<file path="config.mk">
export PLATFORM = sky130hd
export DESIGN_NAME = fetch_queue_unit
export DESIGN_NICKNAME = d
export VERILOG_FILES = /design/src/rtl/fetch_queue_unit.sv
export SDC_FILE = /design/constraint.sdc
export NUM_CORES = 1
export LEC_CHECK = 0
export BUFFER_PORTS_ARGS = -buffer_cell sky130_fd_sc_hd__buf_2
export CORE_MARGIN = 2
export CORE_UTILIZATION = 43
export DETAILED_ROUTE_END_ITERATION = 8
export HOLD_SLACK_MARGIN = 0.1
export PLACE_DENSITY = 0.64
export SLEW_MARGIN = 20
export SYNTH_ARGS = -nofsm -noshare
export SYNTH_HDL_FRONTEND = slang
export SYNTH_SLANG_ARGS = --single-unit
</file>
<file path="constraint.sdc">
create_clock -name clk -period 9.4 [get_ports clk]
set_clock_uncertainty 0.05 [all_clocks]
set_input_delay 0.47 -clock clk [delete_from_list [all_inputs] [get_ports clk]]
set_output_delay 0.47 -clock clk [all_outputs]
set_load 0.01 [all_outputs]
</file>
<file path="src/rtl/fetch_queue_unit.sv">
// Instruction-fetch stage: PC register, combinational imem read port and an in-order
// {pc, instr} queue feeding decode. Optional redirect counter under FETCH_REDIRECT_COUNT_EN.
module fetch_queue_unit #(
   parameter int ADDRESS_WIDTH = 32,
   parameter int DATA_WIDTH = 32,
   parameter int QUEUE_DEPTH = 4,
   parameter int PC_STEP = 4,
   parameter logic [ADDRESS_WIDTH-1:0] RESET_VECTOR = '0
) (
   input  logic                     clk,
   input  logic                     rst,
   input  logic                     PCsrc,
   input  logic [ADDRESS_WIDTH-1:0] ImmOp,
   input  logic [ADDRESS_WIDTH-1:0] branch_pc,
   input  logic                     jump_en,
   input  logic [ADDRESS_WIDTH-1:0] jump_target,
   output logic [ADDRESS_WIDTH-1:0] imem_addr,
   input  logic [DATA_WIDTH-1:0]    imem_data,
   output logic [DATA_WIDTH-1:0]    instr,
   output logic [ADDRESS_WIDTH-1:0] instr_pc,
   output logic                     instr_valid,
   input  logic                     instr_ready,
   output logic [31:0]              redirect_count
);

   localparam int PTR_W = $clog2(QUEUE_DEPTH);
   localparam int CNT_W = PTR_W + 1;
   localparam logic [CNT_W-1:0] DEPTH_CNT = CNT_W'(QUEUE_DEPTH);
   localparam logic [ADDRESS_WIDTH-1:0] STEP = ADDRESS_WIDTH'(PC_STEP);
   localparam logic [ADDRESS_WIDTH-1:0] ALIGN_MASK = ~(STEP - ADDRESS_WIDTH'(1));

   logic [ADDRESS_WIDTH-1:0] pc;
   logic [ADDRESS_WIDTH-1:0] q_pc   [QUEUE_DEPTH];
   logic [DATA_WIDTH-1:0]    q_data [QUEUE_DEPTH];
   logic [PTR_W-1:0]         head;
   logic [PTR_W-1:0]         tail;
   logic [CNT_W-1:0]         count;

   logic                     redirect;
   logic [ADDRESS_WIDTH-1:0] target_raw;
   logic [ADDRESS_WIDTH-1:0] target;
   logic                     enq;
   logic                     deq;

   always_comb begin
      redirect   = jump_en | PCsrc;
      target_raw = jump_en ? jump_target : (branch_pc + ImmOp);
      target     = target_raw & ALIGN_MASK;
      // a full queue never enqueues, even when it dequeues in the same cycle
      enq        = ~redirect & (count < DEPTH_CNT);
      deq        = ~redirect & (count != '0) & instr_ready;
   end

   always_ff @(posedge clk) begin
      if (rst) begin
         pc    <= RESET_VECTOR;
         head  <= '0;
         tail  <= '0;
         count <= '0;
         for (int i = 0; i < QUEUE_DEPTH; i++) begin
            q_pc[i]   <= '0;
            q_data[i] <= '0;
         end
      end else if (redirect) begin
         pc    <= target;
         head  <= '0;
         tail  <= '0;
         count <= '0;
      end else begin
         if (enq) begin
            q_pc[tail]   <= pc;
            q_data[tail] <= imem_data;
            tail         <= tail + PTR_W'(1);
            pc           <= pc + STEP;
         end
         if (deq) begin
            head <= head + PTR_W'(1);
         end
         if (enq && !deq) begin
            count <= count + CNT_W'(1);
         end else if (!enq && deq) begin
            count <= count - CNT_W'(1);
         end
      end
   end

   // head outputs come only from registered queue state
   assign imem_addr   = pc;
   assign instr       = q_data[head];
   assign instr_pc    = q_pc[head];
   assign instr_valid = (count != '0);

`ifdef FETCH_REDIRECT_COUNT_EN
   logic [31:0] redirect_cnt;

   always_ff @(posedge clk) begin
      if (rst) begin
         redirect_cnt <= '0;
      end else if (redirect) begin
         redirect_cnt <= redirect_cnt + 32'd1;
      end
   end

   assign redirect_count = redirect_cnt;
`else
   assign redirect_count = '0;
`endif

endmodule
</file>
# Word-level counts from Yosys, hierarchy flattened

Memory sizes are Yosys's and may differ from the RTL's. A register that Yosys moved wholly into a read port is not among the register bits.
Cells that the tools add are included.

$add $sub $neg: 6
$lt $le $gt $ge: 1
Bitwise gates (word level): 5
Mux-type cells: 21
Reductions and logical operators: 10

Operators with widths:

| operator                                                           | number |
|---|---|
| 32-bit 2-to-1 mux                                                  | 5 |
| 32-bit OR reduction                                                | 2 |
| 32-bit by 3-bit adder with 32-bit output, second input constant    | 1 |
| 32-bit adder                                                       | 1 |
| 2-bit 2-to-1 mux                                                   | 6 |
| 1-bit 2-to-1 mux                                                   | 8 |
| 3-bit 2-to-1 mux                                                   | 2 |
| 2-bit by 1-bit adder with 2-bit output, second input constant      | 2 |
| 2-bit nonzero test                                                 | 2 |
| 3-bit by 1-bit adder with 3-bit output, second input constant      | 1 |
| 1-bit bitwise AND                                                  | 3 |
| 3-bit less-than comparator, second input constant                  | 1 |
| 3-bit nonzero test                                                 | 1 |
| 3-bit by 1-bit subtractor with 3-bit output, second input constant | 1 |
| 1-bit logical AND                                                  | 2 |
| 1-bit logical NOT                                                  | 2 |
| 2-bit OR reduction                                                 | 1 |
| 1-bit NOT                                                          | 1 |
| 1-bit bitwise OR                                                   | 1 |

Memories: 2
RAM bits: 256
Output and inout port bits: 129
Flip-flop bits (word level): 39
Input port bits: 133

Memories:

| name   | words | bits a word | read ports | clocked after Yosys merged registers in | write ports | line | source |
|---|---|---|---|---|---|---|---|
| q_data | 4     | 32          | 1          | 1                                       | 4           | 34   | `logic [DATA_WIDTH-1:0] q_data [QUEUE_DEPTH];` |
| q_pc   | 4     | 32          | 1          | 1                                       | 4           | 33   | `logic [ADDRESS_WIDTH-1:0] q_pc [QUEUE_DEPTH];` |

# Logic depth before layout (Yosys ltp)

Gate-level depths: netlist of the first run.

Depth after elaboration: 9
Mapped depth: 9
Mapped depth without buffers: 8

# Least setup slack after synthesis of the first run

No wires, ideal clock.

Path kind: input to register
Start: in PCsrc
End: mem q_data[0][0], enable pin
Setup time: 0.574 ns
Data arrival time: 5.611 ns
Path slack: 3.164 ns
Stages on the path: 3
Buffers on the path: 1
Cell sequence: or2_2 -> clkbuf_1 -> o31ai_1

RTL lines:

| item        | line | source |
|---|---|---|
| from (decl) | 12   | `input logic PCsrc,` |
| to (decl)   | 34   |  |

==> flow_metrics.env, run 1 <==
export IMPL_crit_family="buffers and inverters"
export IMPL_cts_buffer_depth=3
export IMPL_ios=262
export IMPL_setup_tns_ns=0
export IMPL_crit_path_end_kind="output port"
export IMPL_fin_nets=1636
export IMPL_min_path_type="in2reg"
export IMPL_drc_errors=0
export IMPL_arrival_ns=2.61
export IMPL_yosys_top_cells_area="edfxtp_1 (50%), mux4_2 (9.4%), nor2_1 (6.3%), dfxtp_1 (5.3%), nand2_1 (2.8%)"
export IMPL_clock_power_share_pct=39.2
export IMPL_num_antenna_cells=0
export IMPL_worst_path_max_delay_cell="mux4_2"
export IMPL_holdBufCountCts=1
export IMPL_hold_viol=0
export IMPL_rsz0062_at_grt="false"
export IMPL_grt_use_total_pct=20.4
export IMPL_route_detailed_wl_per_inst_um=19.2
export IMPL_drt_initial_drc_count=844
export IMPL_seq_power_share_pct=48.8
export IMPL_dpl_cell_area_mm2=0.0161
export IMPL_die_area_mm2=0.0359
export IMPL_p_sw_share_pct=24.2
export IMPL_cp_cell_sequence="buf_4, buf_16, mux4_2, buf_2"
export IMPL_routed_wl_um=37200
export IMPL_comb_power_share_pct=11.9
export IMPL_syn_to_final_growth_pct=15.8
export IMPL_core_area_mm2=0.0337
export IMPL_powerDensity_mw_per_mm2=177
export IMPL_critPathLaunchType="register"
export IMPL_cts_buffers=29
export IMPL_worstPathMaxFanout=32
export IMPL_max_stage_delay_ns=0.59
export IMPL_place_congestion=0.873
export IMPL_cts_setup_buffers=0
export IMPL_setup_viol=0
export IMPL_cp_buffers_inverters=3
export IMPL_intPower_mw=2.30
export IMPL_dieWidth_um=190
export IMPL_timing_slew_headroom_pct=30.9
export IMPL_die_h_um=190
export IMPL_postRouteAntennaNets=0
export IMPL_hpwl_um=23500
export IMPL_syn_cell_area_mm2=0.0148
export IMPL_crit_type="reg2out"
export IMPL_drv_cap=0
export IMPL_synth_largest_area_cell="edfxtp_1"
export IMPL_ir_worst_vdd_mv=0.114
export IMPL_antenna_found_initial=2
export IMPL_cts_resized=0
export IMPL_ys_ff_latch=287
export IMPL_dr_pass1_iters=5
export IMPL_final_period_utilization_pct=33.3
export IMPL_final_layout_size_suffix_gt1_share_pct=25.1
export IMPL_syn_avg_cell_area_um2=11.6
export IMPL_grt_max_degree=63
export IMPL_fin_hold_ws_ns=0.132
export IMPL_ys_types=75
export IMPL_netlist_instances=1276
export IMPL_htree_num_levels=1
export IMPL_cts_tree="built"
export IMPL_final_cell_area_mm2=0.0172
export IMPL_min_period_ns=3.13
export IMPL_tightestPinTransition_ns=1.04
export IMPL_status="finished, final reports clean"
export IMPL_io_buffer_count=223
export IMPL_initial_utilization_pct=43.9
export IMPL_clk_latency_ns=0.54
export IMPL_slew_violations=0
export IMPL_grt_pass1_wl_um=57400
export IMPL_p_switching_uw=734
export IMPL_synth_flop_cell="edfxtp_1"
export IMPL_overflow=0
export IMPL_vias=10300
export IMPL_synth_warnings=0
export IMPL_synth_top_area_share_pct=50.3
export IMPL_p_leak_nw=7.04
export IMPL_vias_per_cell=5.32
export IMPL_rows=67
export IMPL_yosysSeqAreaShare_pct=55.6
export IMPL_async_flop_share_pct=0
export IMPL_clkTransAtPathRegs_ns=0.06
export IMPL_max_freq_mhz=320
export IMPL_crit_required_ns=8.88
export IMPL_clkSinkCount=287
export IMPL_grt_pass1_vias=10500
export IMPL_synth_edff_count=248
export IMPL_fin_util_pct=50.9
export IMPL_clockRootBuffer="clkbuf_16"
power groups by stage:
stage	Combinational, mW	Sequential (mW)	Clock (mW)
2_1_floorplan	0.246	1.51	0
3_3_place_gp	0.360	1.51	0
3_5_place_dp	0.362	1.51	0
4_1_cts	0.364	1.48	1.22
5_1_grt	0.400	1.49	1.26
6_report	0.362	1.48	1.19
synthesized netlist by cell type, types with 3 or more instances:
| master | instances |
|---|---|
| a211o_1 | 6 |
| a211oi_1 | 16 |
| a21o_1 | 15 |
| a21oi_1 | 54 |
| a21oi_2 | 3 |
| a221oi_1 | 4 |
| a22oi_1 | 4 |
| a31oi_1 | 7 |
| and2_1 | 5 |
| and3_1 | 5 |
| and4_1 | 7 |
| buf_2 | 22 |
| buf_4 | 36 |
| clkbuf_1 | 40 |
| clkbuf_8 | 5 |
| dfxtp_1 | 39 |
| edfxtp_1 | 248 |
| ha_1 | 32 |
| inv_1 | 76 |
| mux2i_1 | 9 |
| mux4_2 | 62 |
| nand2_1 | 111 |
| nand2b_1 | 5 |
| nand3_1 | 22 |
| nand4_1 | 17 |
| nor2_1 | 249 |
| nor2b_1 | 4 |
| nor3_1 | 12 |
| nor3b_1 | 5 |
| nor4_1 | 3 |
| o211ai_1 | 3 |
| o21a_1 | 3 |
| o21ai_0 | 26 |
| o21ai_1 | 5 |
| o21bai_1 | 3 |
| o221ai_1 | 7 |
| o22ai_1 | 4 |
| o31ai_1 | 5 |
| or2_2 | 3 |
| or3_1 | 4 |
| xnor2_1 | 20 |
| xor2_1 | 28 |
path summary, 6_finish.rpt:
check | start | endpoint | slack (ns) | cells past startpoint
max | register | instr_pc[19] | 6.27 | 4
min | jump_target[2] | imem_addr[2]$_SDFFE_PP0P_ | 0.13 | 3
max reg2reg | count[2]$_SDFFE_PP0P_ | count[2]$_SDFFE_PP0P_ | 6.71 | 8
min reg2reg | head[0]$_SDFFE_PP0P_ | head[0]$_SDFFE_PP0P_ | 0.49 | 2
cell type report:
type | count | area (um2)
fillers | 3099 | 16500
flip-flops and latches | 287 | 8240
multi-input cells | 840 | 5850
repair buffers | 236 | 1240
clock buffers | 36 | 772
well taps | 448 | 561
inverters | 76 | 285
clock inverters | 17 | 209
logic make-up after synthesis:
kind of cell	after synthesis	synth area share (%)
compound gates	190	8.96
other cells	1	0.0253
xor+xnor	48	2.84
simple gates	462	13.5
flops	287	55.6
fa+ha+maj	33	2.84
mux	71	10.0
buf+inv	184	6.21
worst register-to-register path: cells and delay by family, from the launching register on:
family | cells | cell delay, ns
flip-flops | 1 | 0.64
buffers and inverters | 1 | 0.06
AND/OR/NAND/NOR | 3 | 1.02
adder cells (fa/ha/maj) | 2 | 0.57
XOR/XNOR | 1 | 0.16
AO/OA/AOI/OAI | 1 | 0.14
placed cells by master, fill, tap and decap left out, types with 7 or more instances in the layout:
master and count:
a21o_1 15, o221ai_1 7, mux2i_1 9, and4_1 7
clkbuf_16 29, nor3_1 11, a31oi_1 7, a21oi_1 54
ha_1 32, nand4_1 17, xnor2_1 20, a211oi_1 16
buf_4 11, xor2_1 28, dfxtp_1 37, edfxtp_1 248
conb_1 36, nand2_1 110, inv_1 76, nor2_1 249
o21ai_0 24, mux4_2 62, buf_2 223, nand3_1 22
flip-flops by register name, indices dropped and copies added, names as in the netlist, named ones only:
name and cells:
tail 2, q_data 128, count 3, head 2, q_pc 120, imem_addr 30
layer usage:
| metal | routed length [um] | share of wire, % | global-route usage (%) |
|---|---|---|---|
| met1 | 16100 | 43 | 27.2 |
| met2 | 18300 | 49 | 35.7 |
| met3 | 2270 | 6.1 | 2.66 |
| met4 | 603 | 1.6 | 4.23 |
| met5 | 13 | 0.035 | 0 |
metrics by stage:
step	setup WS, ns	instances	power (mW)
CTS	5.95	1939	3.06
floorplan	3.16	1311	1.75
finish	6.27	1940	3.04
global route	6.10	1940	3.15
detailed placement	6.26	1885	1.87
global placement	6.26	1885	1.87
No activity file was read; power rests on OpenSTA's default activity.
==> run 2: changes to the inputs <==
--- a/config.mk
+++ b/config.mk
@@ -5,6 +5,7 @@
 export SDC_FILE = /design/constraint.sdc
 export NUM_CORES = 1
 export LEC_CHECK = 0
+export ABC_AREA = 1
 export BUFFER_PORTS_ARGS = -buffer_cell sky130_fd_sc_hd__buf_2
 export CORE_MARGIN = 2
 export CORE_UTILIZATION = 43
==> constraint.sdc (replaced) <==
create_clock -name clk -period 3.1 [get_ports clk]
set_clock_uncertainty 0.05 [all_clocks]
set_input_delay 0.155 -clock clk [delete_from_list [all_inputs] [get_ports clk]]
set_output_delay 0.155 -clock clk [all_outputs]
set_load 0.01 [all_outputs]
==> flow_metrics.env, run 2 <==
export IMPL_dieWidth_um=197
export IMPL_grt_max_degree=125
export IMPL_powerDensity_mw_per_mm2=490
export IMPL_synth_flop_cell="edfxtp_1"
export IMPL_timing_slew_headroom_pct=42.4
export IMPL_netlist_instances=1999
export IMPL_holdBufCountCts=66
export IMPL_dr_pass1_iters=5
export IMPL_drv_cap=0
export IMPL_cts_tree="built"
export IMPL_antenna_found_initial=0
export IMPL_crit_type="reg2out"
export IMPL_topRoutingLayerUsed="met4"
export IMPL_io_buffer_count=223
export IMPL_core_area_mm2=0.0366
export IMPL_syn_to_final_growth_pct=20.0
export IMPL_arrival_ns=2.22
export IMPL_min_path_type="in2reg"
export IMPL_max_freq_mhz=412
export IMPL_clockRootBuffer="clkbuf_16"
export IMPL_clkTransAtPathRegs_ns=0.06
export IMPL_yosys_top_cells_area="edfxtp_1 (47%), nor2_1 (11%), nand2_1 (7.9%), inv_1 (6.5%), o21ai_0 (6.0%)"
export IMPL_r2r_slack_ns=0.90
export IMPL_worstPathMaxFanout=32
export IMPL_drt_initial_drc_count=910
export IMPL_drc_errors=0
export IMPL_rr_startpoint="count[2]$_SDFFE_PP0P_"
export IMPL_met3_length_um=3130
export IMPL_htree_num_levels=1
export IMPL_synth_edff_count=248
export IMPL_place_inst=2631
export IMPL_crit_required_ns=2.89
export IMPL_cts_setup_buffers=0
export IMPL_endpoint="instr[26]"
export IMPL_status="finished, final reports clean"
export IMPL_route_detailed_wl_per_inst_um=17.2
export IMPL_reg2reg_to="q_pc[1][23]$_SDFFCE_PN0P_"
export IMPL_min_period_ns=2.43
export IMPL_fin_nets=2426
export IMPL_ys_top_cells_by_count="nor2_1 (484), nand2_1 (335), inv_1 (275)"
export IMPL_cts_buffer_depth=3
export IMPL_final_period_utilization_pct=78.3
export IMPL_synth_warnings=0
export IMPL_rsz0062_at_grt="false"
export IMPL_ios=262
export IMPL_ir_worst_vdd_mv=0.401
export IMPL_crit_path_end_kind="output port"
export IMPL_slew_violations=0
export IMPL_overflow=0
export IMPL_syn_avg_cell_area_um2=8.00
export IMPL_yosysSeqAreaShare_pct=51.4
export IMPL_fin_hold_ws_ns=0.130
export IMPL_async_flop_share_pct=0
export IMPL_rows=70
export IMPL_critPathLaunchType="register"
export IMPL_final_cell_count_no_fill=2750
export IMPL_setup_viol=0
export IMPL_synth_largest_area_cell="edfxtp_1"
export IMPL_die_h_um=197
export IMPL_regMostFlops="q_data"
export IMPL_num_antenna_cells=0
export IMPL_final_layout_size_suffix_gt1_share_pct=14.9
export IMPL_hold_viol=0
export IMPL_syn_cell_area_mm2=0.0160
export IMPL_grt_use_total_pct=24.1
export IMPL_ys_ff_latch=287
export IMPL_routed_wl_um=47200
export IMPL_reg2reg_depth=5
export IMPL_synth_top_area_share_pct=46.5
export IMPL_die_area_mm2=0.0388
export IMPL_cts_resized=0
export IMPL_place_congestion=0.902
export IMPL_postRouteAntennaNets=0
export IMPL_final_common_cell="nor2_1"
export IMPL_yosysMostFrequentCell="nor2_1"
export IMPL_vias=13900
export IMPL_grt_pass1_wl_um=73100
export IMPL_clkSinkCount=287
export IMPL_hpwl_um=31400
export IMPL_initial_utilization_pct=43.7
export IMPL_p_leak_nw=8.50
export IMPL_grt_pass1_vias=13700
export IMPL_final_cell_mix="nor2_1 (484), nand2_1 (331), inv_1 (273)"
export IMPL_wl_met2_um=23400
export IMPL_wl_met1_um=19700
export IMPL_vias_per_cell=5.05
export IMPL_cts_buffers=29
export IMPL_tightestPinTransition_ns=0.864
export IMPL_largest_register_ff_count=128
export IMPL_ys_types=37
export IMPL_clk_latency_ns=0.55
-- run 2: cell types whose count changed in the layout (fill, tap and decap cells not counted), sizes merged, moves of 13 or more --
cell	change
a211oi	-16
a21o	-14
buf	+14
dlygate4sd3	+65
inv	+211
mux4	-62
nand2	+225
nand3	+26
nand4	-13
nor2	+251
o21ai	+162
o22ai	+58
xnor2	-17
-- run 2: worst min-delay path by stage --
stage               startpoint                        end  slack [ns]  cells past startpoint
floorplan                  rst  imem_addr[2]$_SDFFE_PP0P_        0.17                      1
global placement           rst  imem_addr[2]$_SDFFE_PP0P_        0.39                      2
detailed placement         rst  imem_addr[2]$_SDFFE_PP0P_        0.40                      2
CTS                    jump_en  imem_addr[7]$_SDFFE_PP0P_        0.10                      3
global route           jump_en  imem_addr[7]$_SDFFE_PP0P_        0.14                      3
finish                 jump_en  imem_addr[7]$_SDFFE_PP0P_        0.13                      3
-- run 2: cell type report --
cell class / count / area (um2)
Fill cell: 3502 / 17400
Sequential cell: 287 / 8230
Multi-Input combinational cell: 1339 / 6260
Timing Repair Buffer: 315 / 2050
Inverter: 288 / 1080
Clock buffer: 30 / 729
Tap cell: 468 / 586
Clock inverter: 23 / 256
-- run 2: metrics by stage --
step / TNS, ns / power [mW] / setup slack, ns / util (%) / instance area (um2)
floorplan: -102.12 / 5.32 / -0.824 / - / 16100
global placement: 0 / 5.78 / 0.719 / 47.9 / 17600
detailed placement: 0 / 5.79 / 0.715 / 47.9 / 17600
CTS: 0 / 9.47 / 0.658 / 52.4 / 19200
global route: 0 / 9.77 / 0.549 / 52.4 / 19200
finish: 0 / 9.41 / 0.672 / 52.4 / 19200
-- run 2: cell families (layout without fill, tap and decap cells) --
| logic type | count (synthesis) | in the layout | synth area share (%) |
|---|---|---|---|
| other | 1 | 36 | 0.0234 |
| flip-flops | 287 | 287 | 51.4 |
| adder cells (fa/ha/maj) | 33 | 33 | 2.63 |
| AO/OA/AOI/OAI | 329 | 329 | 10.9 |
| buffers and inverters | 408 | 656 | 10.6 |
| XOR/XNOR | 28 | 28 | 1.53 |
| AND/OR/NAND/NOR | 913 | 913 | 22.9 |
-- run 2: critical path, cell delays in order, from the launching register on --
cell and delay, ns:
dfxtp_2 0.32, clkinv_1 0.29, buf_4 0.43, o21ai_0 0.15, o22ai_1 0.29, buf_2 0.20
-- run 2: metal layers --
layer / global-route usage, % / up-vias
li1: - / 6906
met1: 30.0 / 6466
met2: 43.5 / 451
met3: 3.61 / 63
met4: 6.32 / 0
met5: 0 / -
-- run 2: power breakdown --
group	switching, mW	leakage, nW	internal, mW
clock network	1.49	0.466	2.13
logic	0.852	5.14	0.457
registers	0.0985	2.89	4.38
total	2.44	8.50	6.97
==> run 3: changes to the inputs <==
--- a/config.mk
+++ b/config.mk
@@ -5,13 +5,13 @@
 export SDC_FILE = /design/constraint.sdc
 export NUM_CORES = 1
 export LEC_CHECK = 0
-export ABC_AREA = 1
+export ABC_AREA = 0
 export BUFFER_PORTS_ARGS = -buffer_cell sky130_fd_sc_hd__buf_2
 export CORE_MARGIN = 2
 export CORE_UTILIZATION = 43
 export DETAILED_ROUTE_END_ITERATION = 8
 export HOLD_SLACK_MARGIN = 0.1
-export PLACE_DENSITY = 0.64
+export PLACE_DENSITY = 0.66
 export SLEW_MARGIN = 20
 export SYNTH_ARGS = -nofsm -noshare
 export SYNTH_HDL_FRONTEND = slang
==> constraint.sdc (replaced) <==
create_clock -name clk -period 2.2 [get_ports clk]
set_clock_uncertainty 0.05 [all_clocks]
set_input_delay 0.11 -clock clk [delete_from_list [all_inputs] [get_ports clk]]
set_output_delay 0.11 -clock clk [all_outputs]
set_load 0.01 [all_outputs]
==> flow_metrics.env, run 3 (synthesis gave the netlist of run 1 again) <==
export IMPL_overflow=0
export IMPL_min_period_ns=2.12
export IMPL_io_buffer_count=223
export IMPL_clkTransAtPathRegs_ns=0.06
export IMPL_hold_viol=0
export IMPL_timing_slew_headroom_pct=43.0
export IMPL_max_freq_mhz=471
export IMPL_grt_use_total_pct=21.6
export IMPL_p_switching_mw=3.24
export IMPL_clockRootBuffer="clkbuf_16"
export IMPL_final_period_utilization_pct=96.5
export IMPL_worstPathMaxFanout=3
export IMPL_clock_power_share_pct=39.9
export IMPL_worst_path_max_delay_cell="or3_4"
export IMPL_rows=67
export IMPL_r2r_slack_ns=0.08
export IMPL_fin_hold_ws_ns=0.130
export IMPL_fillCellCount=2865
export IMPL_drc_errors=0
export IMPL_vias=10900
export IMPL_antenna_found_initial=0
export IMPL_final_cell_count_no_fill=2091
export IMPL_ir_worst_vdd_mv=0.501
export IMPL_p_leak_nw=7.80
export IMPL_min_path_type="in2reg"
export IMPL_cp_cell_sequence="or3_4, nand3_2, ha_4, inv_1, fa_1, xor2_1, or3_1, a21oi_1"
export IMPL_syn_to_final_growth_pct=26.4
export IMPL_crit_family="simple AND/OR/NAND/NOR gates"
export IMPL_grt_pass1_vias=11200
export IMPL_cts_buffer_depth=3
export IMPL_die_area_mm2=0.0359
export IMPL_powerDensity_mw_per_mm2=726
export IMPL_cp_buffers_inverters=1
export IMPL_place_inst=1960
export IMPL_grt_pass1_wl_um=60900
export IMPL_fin_util_pct=55.6
export IMPL_num_antenna_cells=0
export IMPL_hpwl_um=25900
export IMPL_arrival_ns=2.54
export IMPL_ios=262
export IMPL_slew_violations=0
export IMPL_clkSinkCount=287
export IMPL_route_detailed_wl_per_inst_um=18.8
export IMPL_place_congestion=0.901
export IMPL_dieWidth_um=190
export IMPL_regMostFlops="q_data"
export IMPL_postRouteAntennaNets=0
export IMPL_dr_pass1_iters=5
export IMPL_core_area_mm2=0.0337
export IMPL_die_h_um=190
export IMPL_status="finished, final reports clean"
export IMPL_seq_power_share_pct=46.2
export IMPL_critPathLaunchType="register"
export IMPL_cts_buffers=29
export IMPL_p_sw_share_pct=23.9
export IMPL_crit_type="reg2reg"
export IMPL_final_layout_size_suffix_gt1_share_pct=28.4
export IMPL_tightestPinTransition_ns=0.856
export IMPL_routed_wl_um=39300
export IMPL_drv_cap=0
export IMPL_setup_viol=0
export IMPL_grt_max_degree=63
export IMPL_crit_required_ns=2.62
export IMPL_vias_per_cell=5.23
export IMPL_initial_utilization_pct=43.9
export IMPL_cts_tree="built"
export IMPL_comb_power_share_pct=14.0
export IMPL_design_power_total_mw=13.6
export IMPL_fin_nets=1787
export IMPL_max_stage_delay_ns=0.39
export IMPL_drt_initial_drc_count=839
export IMPL_largest_register_ff_count=128
export IMPL_final_cell_mix="nor2_1 (248), edfxtp_1 (248), buf_2 (223)"
export IMPL_intPower_mw=10.4
export IMPL_htree_num_levels=1
export IMPL_crit_path_end_kind="register"
export IMPL_clk_latency_ns=0.54
## run 3: changes by cell type in the layout (fill, tap and decap cells not counted), sizes merged, moves of 58 or more
cell   change
inv      -211
o21ai    -162
mux4      +62
buf       +61
nand2    -225
o22ai     -58
nor2     -251
## run 3: area by class of cell
type,count,area [um2],area share [%]
well taps,448,561,2.99
clock buffers,29,726,3.88
clock inverters,24,333,1.78
flip-flops and latches,287,8240,44.0
multi-input cells,840,5900,31.5
repair buffers,387,2680,14.3
inverters,76,285,1.52
## run 3: power groups by stage
stage	Sequential (mW)	Clock (mW)	Combinational (mW)
2_1_floorplan	6.41	0	1.06
3_3_place_gp	6.38	0	1.75
3_5_place_dp	6.40	0	1.77
4_1_cts	6.28	5.51	1.89
5_1_grt	6.30	5.73	2.07
6_report	6.28	5.42	1.90
## run 3: worst paths after layout
check,startpoint,end,cells past startpoint
setup / recovery,count[1]$_SDFFE_PP0P_,count[2]$_SDFFE_PP0P_,8
hold / removal,ImmOp[19],imem_addr[19]$_SDFFE_PP0P_,4
setup reg to reg,count[1]$_SDFFE_PP0P_,count[2]$_SDFFE_PP0P_,8
hold reg to reg,head[1]$_SDFFE_PP0P_,head[1]$_SDFFE_PP0P_,2
## run 3: through the flow
| step | cell area (um2) | TNS [ns] | setup WS, ns |
|---|---|---|---|
| 3_5_place_dp | 16800 | -0.121 | -0.0333 |
| 3_3_place_gp | 16800 | -0.0187 | -0.0127 |
| 5_1_grt | 18700 | -0.000148 | -0.000148 |
| 6_report | 18700 | 0 | 0.0780 |
| 2_1_floorplan | 15000 | -112.81 | -0.645 |
| 4_1_cts | 18700 | 0 | 0.00733 |
## run 3: metal layers
layer | up-vias | GRT usage, % | wire length (um)
li1 | 5232 | - | -
met1 | 5278 | 27.9 | 16200
met2 | 380 | 38.2 | 19700
met3 | 41 | 3.58 | 2750
met4 | 0 | 4.86 | 635
met5 | - | 0 | 0
## run 3: what timing repair did
action / CTS / global route
endpoints found under the hold margin: 162 / 0
buffers inserted: 1 / 0
hold buffers: 77 / 0
endpoints found under the setup margin: 50 / 6
resized for setup: 0 / 13
pin swaps: 0 / 1
## run 3: tightest hold or removal path, delay by kind of cell
family                   cells  cell delay, ns
AO/OA/AOI/OAI                2            0.24
buffers and inverters        1            0.09
adder cells (fa/ha/maj)      1            0.24
